File: src/rtl/led_bank_arbiter.sv
// led_bank_arbiter: round-robin owner selection for the shared LED bank.
// Each grant is held for at least HOLD_CYCLES cycles. LED shows the owner's
// live pattern through one register stage.
// Optional macro LED_GAP_EN: every handoff and every release passes through
// a blank GAP state that lasts GAP_CYCLES cycles.
module led_bank_arbiter #(
  parameter int NREQ        = 4,
  parameter int HOLD_CYCLES = 25000000,
  parameter int GAP_CYCLES  = 2
) (
  input  logic              CLK,
  input  logic              RST,
  input  logic [NREQ-1:0]   req,
  input  logic [4*NREQ-1:0] pat,
  output logic [NREQ-1:0]   grant,
  output logic [3:0]        LED,
  output logic              busy
);

  localparam int CW = $clog2(HOLD_CYCLES + 1);
  localparam int LW = $clog2(NREQ);
  localparam logic [CW-1:0]   HOLD_LAST = CW'(HOLD_CYCLES - 1);
  localparam logic [LW-1:0]   LAST_IDX  = LW'(NREQ - 1);
  localparam logic [NREQ-1:0] ONE_HOT0  = NREQ'(1);

  // Catch illegal parameter values while the design is being elaborated
  if (NREQ < 2 || NREQ > 8) begin : g_bad_nreq
    $error("led_bank_arbiter: NREQ must be 2..8");
  end
  if (HOLD_CYCLES < 1) begin : g_bad_hold
    $error("led_bank_arbiter: HOLD_CYCLES must be >= 1");
  end
  if (GAP_CYCLES < 1) begin : g_bad_gap
    $error("led_bank_arbiter: GAP_CYCLES must be >= 1");
  end

  typedef enum logic [1:0] {
    S_IDLE,
    S_GRANT,
    S_GAP
  } state_t;

  state_t          state, state_n;
  logic [CW-1:0]   cnt, cnt_n;
  logic [LW-1:0]   last, last_n;
  logic [NREQ-1:0] grant_n;
  logic [3:0]      led_n;
  logic            busy_n;
  logic [3:0]      pat_arr [NREQ];
  logic [LW:0]     rr_all;
  logic [LW:0]     rr_other;
  logic            hold_done;

`ifdef LED_GAP_EN
  localparam int GW = $clog2(GAP_CYCLES + 1);
  localparam logic [GW-1:0] GAP_LAST = GW'(GAP_CYCLES - 1);
  logic [GW-1:0] gap_cnt, gap_cnt_n;
`endif

  // Pick the first set mask bit after 'from', wrapping modulo NREQ.
  // Bit LW of the result flags that something was found.
  // The index sits in the low LW bits.
  function automatic logic [LW:0] rr_pick(input logic [NREQ-1:0] mask,
                                          input logic [LW-1:0]   from);
    logic [LW-1:0] idx;
    logic          found;
    logic [LW-1:0] win;
    idx   = from;
    found = 1'b0;
    win   = '0;
    for (int k = 0; k < NREQ; k++) begin
      idx = (idx == LAST_IDX) ? '0 : idx + 1'b1;
      if (!found && mask[idx]) begin
        found = 1'b1;
        win   = idx;
      end
    end
    return {found, win};
  endfunction

  // Split the packed pattern bus into one 4-bit entry per requester
  always_comb begin
    for (int i = 0; i < NREQ; i++) begin
      pat_arr[i] = pat[4*i +: 4];
    end
  end

  // Round-robin candidates.
  // rr_all considers every requester; rr_other excludes the current owner.
  always_comb begin
    rr_all    = rr_pick(req, last);
    rr_other  = rr_pick(req & ~grant, last);
    hold_done = (cnt == HOLD_LAST);
  end

  // State, owner pointer and counters, with synchronous reset
  always_ff @(posedge CLK) begin
    if (RST) begin
      state <= S_IDLE;
      cnt   <= '0;
      last  <= LAST_IDX;
      grant <= '0;
      LED   <= '0;
      busy  <= 1'b0;
`ifdef LED_GAP_EN
      gap_cnt <= '0;
`endif
    end else begin
      state <= state_n;
      cnt   <= cnt_n;
      last  <= last_n;
      grant <= grant_n;
      LED   <= led_n;
      busy  <= busy_n;
`ifdef LED_GAP_EN
      gap_cnt <= gap_cnt_n;
`endif
    end
  end

  // Next-state logic: arbitration, hold timing and handoff/release decisions
  always_comb begin
    state_n = state;
    cnt_n   = cnt;
    last_n  = last;
`ifdef LED_GAP_EN
    gap_cnt_n = gap_cnt;
`endif
    case (state)
      S_IDLE: begin
        if (rr_all[LW]) begin
          state_n = S_GRANT;
          last_n  = rr_all[LW-1:0];
          cnt_n   = '0;
        end
      end
      S_GRANT: begin
        if (!hold_done) begin
          cnt_n = cnt + 1'b1;
        end else if (rr_other[LW]) begin
`ifdef LED_GAP_EN
          state_n   = S_GAP;
          gap_cnt_n = '0;
`else
          state_n = S_GRANT;
          last_n  = rr_other[LW-1:0];
          cnt_n   = '0;
`endif
        end else if (!req[last]) begin
`ifdef LED_GAP_EN
          state_n   = S_GAP;
          gap_cnt_n = '0;
`else
          state_n = S_IDLE;
`endif
        end
      end
      S_GAP: begin
`ifdef LED_GAP_EN
        if (gap_cnt == GAP_LAST) begin
          if (rr_all[LW]) begin
            state_n = S_GRANT;
            last_n  = rr_all[LW-1:0];
            cnt_n   = '0;
          end else begin
            state_n = S_IDLE;
          end
        end else begin
          gap_cnt_n = gap_cnt + 1'b1;
        end
`else
        state_n = S_IDLE;
`endif
      end
      default: state_n = S_IDLE;
    endcase
  end

  // Output logic: derive the next registered outputs from the next state
  always_comb begin
    grant_n = '0;
    led_n   = '0;
    busy_n  = (state_n != S_IDLE);
    if (state_n == S_GRANT) begin
      grant_n = ONE_HOT0 << last_n;
      led_n   = pat_arr[last_n];
    end
  end

endmodule

File: config.mk
export PLATFORM = sky130hd
export DESIGN_NAME = led_bank_arbiter
export DESIGN_NICKNAME = d
export VERILOG_FILES = /design/src/rtl/led_bank_arbiter.sv
export SDC_FILE = /design/constraint.sdc
export NUM_CORES = 1
export LEC_CHECK = 0
export BUFFER_PORTS_ARGS = -buffer_cell sky130_fd_sc_hd__buf_2
export CAP_MARGIN = 10
export CORE_MARGIN = 2
export CORE_UTILIZATION = 63
export CTS_BUF_LIST = sky130_fd_sc_hd__clkbuf_2 sky130_fd_sc_hd__clkbuf_4 sky130_fd_sc_hd__clkbuf_8
export DETAILED_ROUTE_END_ITERATION = 10
export PLACE_DENSITY = 0.88
export SYNTH_ARGS = -nofsm -noshare
export SYNTH_HDL_FRONTEND = slang
export SYNTH_SLANG_ARGS = --single-unit
File: constraint.sdc
create_clock -name CLK -period 3.94 [get_ports CLK]
set_input_delay 0.394 -clock CLK [delete_from_list [all_inputs] [get_ports CLK]]
set_output_delay 0.394 -clock CLK [all_outputs]
set_load 0.005 [all_outputs]
# After elaboration in Yosys (flattened, before gate mapping)
# Index checks and enable logic that the tools add are counted.
# Widths: inputs -> output; s select.
# classes
addsub,5
order_cmp,6
eq_ne,9
shifts,1
n_mux,54
n_bitwise,4
n_reduce_logical,17
# op_table
op,n
$mux 25,3
$pmux 25 s2,1
$mux 2,19
$add 25x1->25 const B,1
$eq 25x25->1 const B,1
$bmux 1 s2,9
$mux 1,17
$lt 2x3->1 const B,5
$add 2x1->2 const B,4
$bmux 4 s2,1
$eq 2x2->1 const B,4
$mux 4,2
$pmux 2 s2,2
$logic_and 1x1->1,6
$logic_not 1->1,6
$and 4x4->4,1
$eq 2x1->1 const B,2
$not 4->4,1
$reduce_bool 2->1,2
$shl 1x2->4 const A,1
$ge 3x3->1 const B,1
$ne 3x3->1 const B,1
$not 2->3,1
$reduce_and 3->1,1
4 further kinds,4
# totals
ff_bits,38
in_bits,22
output_inout_bits,9
elab_cells,102

# Logic depth before layout (Yosys ltp)
# Gate-level depths: netlist of run 1.
# logic_depth
depth_word,21
ltp_mapped,9
mapped_depth_nobuf,7

# Worst setup path before layout of run 1
# No wires, ideal clock.
# synth_timing
path_type,reg2reg
start,register last[0]
end,register LED[0]
arrival_time_ns,2.167
required_time_ns,3.812
path_slack_ns,1.645
path_stages_with_launch,10
n_path_buf,2
path_cell_list,dfxtp_1 ha_1 clkbuf_1 or4b_1 a21oi_1 o311ai_1 o211a_1 buf_4 a311oi_1 a32oi_1
# synth_via
elab_chain_cells,21
word_cells_on_any_way,74
# synth_rtl
element,line,source
start: declaration,45,"logic [LW-1:0] last, last_n;"
start signal: assignment,111,last <= last_n;
branches (longest 21 deep; another with $add 2x1->2),--,
end signal: assignment,113,LED <= led_n;
end: declaration,16,"output logic [3:0] LED,"
# Several ways; the timed one is not identified. The select of a mux whose other input is x is not followed.
# A chain may end at the register's enable or synchronous reset.

# Worst setup path in the final report of run 1
# layout_timing
start,register cnt[0]
end,register cnt[11]
# layout_via
elab_chain_cells,3
word_cells_on_any_way,6
# layout_rtl
element,line,source
start: declaration,44,"logic [CW-1:0] cnt, cnt_n;"
start signal: assignment,110,cnt <= cnt_n;
$add 25x1->25 or $eq 25x25->1 (tied branches),"139, 93",
$mux 25 or $ne 3x3->1 (tied branches),--,
$pmux 25 s2 or $reduce_and 3->1 (tied branches),--,
# Parallel ways exist; a longest one is shown, timed or not.

==> results.ini, run 1 <==
[placed_design]
numPortBuffers = 30
placed_cells_incl_taps = 314
detailed_place.area_sq_um = 2260
gp_congestion = 0.998
dpl_worst_slack_ns = 1.07
dpl.hpwl_um = 3440

[synth]
synthTopCellsByArea = dfxtp_1, a21oi_1, nand3_1
synth_nets = 275
ys_types = 52
ys_seq_area_share_pct = 36.3
synth_area_sq_um = 2100
ys_ff_latch = 38
synth-edff-count = 0
syn-instance-count = 251
ys.flop_type = dfxtp_1
synth_top_area_share_pct = 36.3
synth-async-reset-ratio_pct = 0
synth_area_leader_cell = dfxtp_1
syn_area_per_cell_sq_um = 8.35
yosys_warnings = 0

[finish]
area_growth_pct = 10.6
insertedDiodeCount = 0
final_nets = 301
fin_cells = 322
fill_cells = 264
drive_gt1_share_pct = 18.3
postLayoutCellArea_sq_um = 2320

[flow_run]
maxCapViolCount = 0

[global_routing]
grt_pass1_vias = 1834
grtUsageMet1_pct = 39.5
grt_max_degree = 26
grtUsageTotal_pct = 28.6
grt-ovfl-total = 0
grt_util_met3_pct = 6.00
grtUsageMet2_pct = 43.9
grt_pass1_wl_um = 8170
top_usage_layer = met2
antenna_found_initial = 0

[clocking]
clock-sinks = 38
post-cts-setup-buffers = 0
ctsHoldBuffers = 0
cts_tree = done
clock-root-buffer = clkbuf_4
cts_max_path_buffers = 2
clk_latency_ns = 0.36
clk_pin_slew_worst_paths_ns = 0.11
cts_resized = 0
htreeDepth = 2
cts_buffers = 5

[critical_path]
endpoint_kind = flip-flop
path_class = reg -> reg
start_kind = flip-flop
rrSetupSlack_ns = 1.10
crit_required_ns = 4.23
critPathArrivalTime_ns = 3.12
path_max_fanout = 14

[route]
first_iter_violations = 198
avgViaCountPerCell = 6.30
antenna_left = 0
vias = 2030
drc = 0
detail_route.wl_per_cell_um = 15.0
drt-pass1-iter-count = 4
wl_um = 4820

[sta]
tns_ns = 0
setup_viol = 0
slew_headroom_pct = 52.5
finalWorstSetupSlack_ns = 1.10
period_share_pct = 72.0
slew_violations = 0
finalClockSkew_ns = 0.0129
period_needed_ns = 2.84
rsz0062_at_grt = false
fmax_ghz = 0.352
hold_ws_ns = 0.271
tightest_slew_ns = 0.713
finalHoldViolCount = 0

[floorplan]
fp.coreArea_sq_um = 3100
io_pins = 31
fp.dieH_um = 61.7
num_rows = 20
die_w_um = 61.7
initial_core_util_pct = 67.6
dieArea_sq_um = 3810

[power_and_ir_drop]
power-per-cell-area_nw_per_um2 = 326
leakagePower_nw = 0.807
ir_worst_vdd_uv = 296

[worst_hold_path]
hp-class = in -> reg

[status]
status = finished clean

==> through the flow <==
stage	utilization (%)	total power [mW]
floorplan	-	0.502
global placement	72.7	0.541
detailed placement	72.7	0.542
CTS	74.8	0.760
global route	74.8	0.790
finish	74.8	0.757
==> synth_stat cells, types with 3 or more instances <==
library cell	count
buf_2	4
xor2_1	9
a32oi_1	4
nor2_1	15
nand2_1	15
or4_1	7
a21oi_1	22
and3_1	7
o31ai_1	5
nand2b_1	6
nor2b_1	6
clkbuf_1	7
inv_1	5
nor3_1	3
nand4_1	10
and4_1	3
or3_1	9
dfxtp_1	38
a311oi_1	4
o21ai_0	11
nand3_1	22
nor4_1	3
==> final cells by class <==
type,instances,area (sq um),area share [%]
clock buffer,6,51.3,2.21
sequential,38,761,32.8
multi-input combinational,196,1260,54.5
tap,44,55.1,2.37
inverter,5,18.8,0.809
clock inverter,2,12.5,0.539
timing repair buffer,31,158,6.80
==> state kept, by name, summed over array words and instances (netlist names) <==
name,cells
cnt,25
LED,4
last,2
state,2
grant,4
busy,1
==> where the power goes <==
| group | switching [mW] | internal, mW |
|---|---|---|
| Sequential | 0.0113 | 0.400 |
| Clock | 0.135 | 0.0858 |
| Combinational | 0.0721 | 0.0528 |
| Total | 0.218 | 0.539 |
==> worst paths after layout <==
| check | cells past startpoint | endpoint | start |
|---|---|---|---|
| max | 7 | cnt[11] | cnt[0] |
| min reg2reg | 2 | cnt[24] | cnt[24] |
| max reg2reg | 7 | cnt[11] | cnt[0] |
| min | 3 | LED[0] | pat[12] |
==> routing by layer <==
metal | up-vias | wire (um)
met5 | - | 0
met4 | 0 | 79
met3 | 9 | 283
met2 | 66 | 2230
met1 | 942 | 2230
li1 | 1013 | -
==> cell usage in the layout, fill, tap and decap left out, types with 9 or more instances in the layout <==
cell | Yosys | final
a21oi_1 | 22 | 22
buf_2 | 4 | 30
nand2_1 | 15 | 15
dfxtp_1 | 38 | 38
or3_1 | 9 | 9
o21ai_0 | 11 | 11
xor2_1 | 9 | 9
nand3_1 | 22 | 22
nor2_1 | 15 | 15
nand4_1 | 10 | 10
==> critical path: stages (launching register included) <==
cell,delay [ns]
dfxtp_1,0.35
ha_1,0.22
and4_1,0.22
and4_1,0.22
nand4_1,0.35
nand4_1,0.50
or4b_2,0.76
a21oi_1,0.15
==> logic make-up (layout without fill, tap and decap cells) <==
family | Yosys count | in the layout | synth area share [%]
XOR/XNOR | 9 | 9 | 3.76
other | 1 | 1 | 0.179
AO/OA/AOI/OAI | 65 | 65 | 21.7
AND/OR/NAND/NOR | 118 | 118 | 32.3
multiplexers | 1 | 1 | 1.07
flip-flops | 38 | 38 | 36.3
buffers and inverters | 17 | 44 | 3.46
adder cells (fa/ha/maj) | 2 | 2 | 1.19
Power figures use the tool's default switching activity.
==> run 2, diff against run 1 <==
--- a/config.mk
+++ b/config.mk
@@ -5,13 +5,14 @@
 export SDC_FILE = /design/constraint.sdc
 export NUM_CORES = 1
 export LEC_CHECK = 0
+export ABC_AREA = 1
 export BUFFER_PORTS_ARGS = -buffer_cell sky130_fd_sc_hd__buf_2
 export CAP_MARGIN = 10
 export CORE_MARGIN = 2
-export CORE_UTILIZATION = 63
+export CORE_UTILIZATION = 55
 export CTS_BUF_LIST = sky130_fd_sc_hd__clkbuf_2 sky130_fd_sc_hd__clkbuf_4 sky130_fd_sc_hd__clkbuf_8
 export DETAILED_ROUTE_END_ITERATION = 10
-export PLACE_DENSITY = 0.88
+export PLACE_DENSITY = 0.8
 export SYNTH_ARGS = -nofsm -noshare
 export SYNTH_HDL_FRONTEND = slang
 export SYNTH_SLANG_ARGS = --single-unit
==> constraint.sdc (replaced) <==
create_clock -name CLK -period 2.6 [get_ports CLK]
set_input_delay 0.26 -clock CLK [delete_from_list [all_inputs] [get_ports CLK]]
set_output_delay 0.26 -clock CLK [all_outputs]
set_load 0.005 [all_outputs]
==> results.ini, run 2 <==
[critical_path]
crit_chain = ha_1 > nor2_4 > buf_4 > nand2_1 > nand2_1 > nand2_1 > nand2_1 > nor2_2 > nand3_1 > nand2_1 > nand2_1 > o21ai_2 > o21ai_1 > nor2_1 > o21a_1
path_max_fanout = 9
critPathArrivalTime_ns = 2.53
cp-endpoint = cnt[12]
reg2reg_from = last[1]
cpPeakStageDelay_ns = 0.42
reg2reg_depth = 15
rrSetupSlack_ns = 0.25
path_class = reg -> reg
regToRegEndpoint = cnt[12]
crit_required_ns = 2.78
start_kind = flip-flop
critPathLaunch = last[1]
endpoint_kind = flip-flop
cpMostUsedCell = nand2_1
cp_slowest_cell = o21ai_1

[clocking]
clk_pin_slew_worst_paths_ns = 0.07
htreeDepth = 2
clk_latency_ns = 0.29
cts_buffers = 5
clock-root-buffer = clkbuf_8
ctsHoldBuffers = 0
cts_tree = done
cts_max_path_buffers = 2
clock-sinks = 38

[placed_design]
dpl.hpwl_um = 5020
gp_congestion = 1.02
placed_cells_incl_taps = 545
detailed_place.area_sq_um = 2990
numPortBuffers = 30

[route]
drc = 0
avgViaCountPerCell = 5.24
first_iter_violations = 212
wl_um = 6720
antenna_left = 0
detail_route.wl_per_cell_um = 12.1
vias = 2921
drt-pass1-iter-count = 5

[synth]
synthTopCellsByArea = dfxtp_1, nand2_1, nand3_1
synth_area_leader_cell = dfxtp_1
ys_ff_latch = 38
synth_nets = 475
synth-edff-count = 0
synth-async-reset-ratio_pct = 0
yosys_warnings = 0
synth_top_area_share_pct = 27.1
synth.most_common_cell = nand2_1
synthTopCellsByCount = nand2_1, nor2_1, inv_1
ys_seq_area_share_pct = 27.1
syn_area_per_cell_sq_um = 6.23
syn-instance-count = 451
synth_area_sq_um = 2810
ys.flop_type = dfxtp_1
ys_types = 37

[sta]
tns_ns = 0
slew_headroom_pct = 62.4
tightest_slew_ns = 0.559
rsz0062_at_grt = false
period_share_pct = 90.4
finalHoldViolCount = 0
fmax_ghz = 0.426
setup_viol = 0
slew_violations = 0
period_needed_ns = 2.35
finalClockSkew_ns = 0.00916

[floorplan]
dieArea_sq_um = 5700
die_w_um = 75.5
fp.coreArea_sq_um = 5010
num_rows = 26
initial_core_util_pct = 56.1
fp.dieH_um = 75.5
io_pins = 31

[flow_run]
maxCapViolCount = 0

[status]
status = finished clean

[finish]
postLayoutCellArea_sq_um = 3120
drive_gt1_share_pct = 17.9
insertedDiodeCount = 0
reg_top3 = cnt x25, LED x4, grant x4
mostFrequentLayoutCell = nand2_1
area_growth_pct = 11.2
fin_cells = 557
final_nets = 512
largest_reg_flops = 25
layout_common_cells = nand2_1, nor2_1, inv_1, nand3_1, dfxtp_1
fin_util_pct = 62.4
top_register = cnt

[global_routing]
grt_pass1_wl_um = 11000
grt_max_degree = 29
grt_pass1_vias = 2521
grtUsageTotal_pct = 24.7
antenna_found_initial = 0
grt-ovfl-total = 0

[power_and_ir_drop]
total_power_mw = 1.81
power-per-cell-area_nw_per_um2 = 579
ir_worst_vdd_uv = 397
leakagePower_nw = 1.35

[worst_hold_path]
hp-class = in -> reg

[run 2: stage by stage]
stage / hold slack (ns) / setup WS (ns)
after CTS: 0.257 / 0.192
after detailed placement: 0.459 / 0.217
final: 0.261 / 0.250
after floorplan: 0.438 / 0.270
after global placement: 0.456 / 0.241
after global routing: 0.276 / 0.00878
[run 2: how the worst min path moves through the flow]
stage          startpoint       to  slack (ns)  depth (start not counted)
2_1_floorplan      pat[0]   LED[0]        0.44                          4
3_3_place_gp      cnt[22]  cnt[22]        0.46                          2
3_5_place_dp      cnt[22]  cnt[22]        0.46                          2
4_1_cts           pat[10]   LED[2]        0.26                          5
5_1_grt           pat[10]   LED[2]        0.28                          5
6_report          pat[10]   LED[2]        0.26                          5
[run 2: layout make-up]
cell class,count,area (sq um)
Fill cell,476,1890
Tap cell,70,87.6
Timing Repair Buffer,41,236
Clock buffer,6,82.6
Sequential cell,38,761
Inverter,43,161
Multi-Input combinational cell,359,1800
[run 2: critical path: cells and delay by family, from the launching register on]
kind                     cells  cell delay, ns
flip-flops                   1            0.33
buffers and inverters        1            0.18
AO/OA/AOI/OAI                3            0.61
adder cells (fa/ha/maj)      1            0.22
AND/OR/NAND/NOR             10            0.89
[run 2: repair_timing]
action / in CTS / in global routing
endpoints found under the setup margin: 0 / 13
gates resized for setup: 0 / 4
setup buffers: 0 / 6
[run 2: kinds of logic (layout without fill, tap and decap cells)]
family	count (synthesis)	after routing	synth area share (%)
AO/OA/AOI/OAI	34	34	6.86
XOR/XNOR	14	14	4.36
adder cells (fa/ha/maj)	2	2	0.890
buffers and inverters	54	90	9.22
flip-flops	38	38	27.1
other	1	1	0.133
AND/OR/NAND/NOR	308	308	51.5
[run 2: where the power goes]
| group | total (mW) | internal (mW) | switching, mW | leakage, nW |
|---|---|---|---|---|
| logic | 0.766 | 0.266 | 0.501 | 1.00 |
| registers | 0.635 | 0.617 | 0.0176 | 0.309 |
| clock network | 0.407 | 0.205 | 0.202 | 0.0431 |
| total | 1.81 | 1.09 | 0.720 | 1.35 |
[run 2: routing by layer]
layer / wire, um / track usage [%]
met1: 3170 / 35.3
met2: 3040 / 38.6
met3: 433 / 4.10
met4: 78 / 6.82
met5: 0 / 0
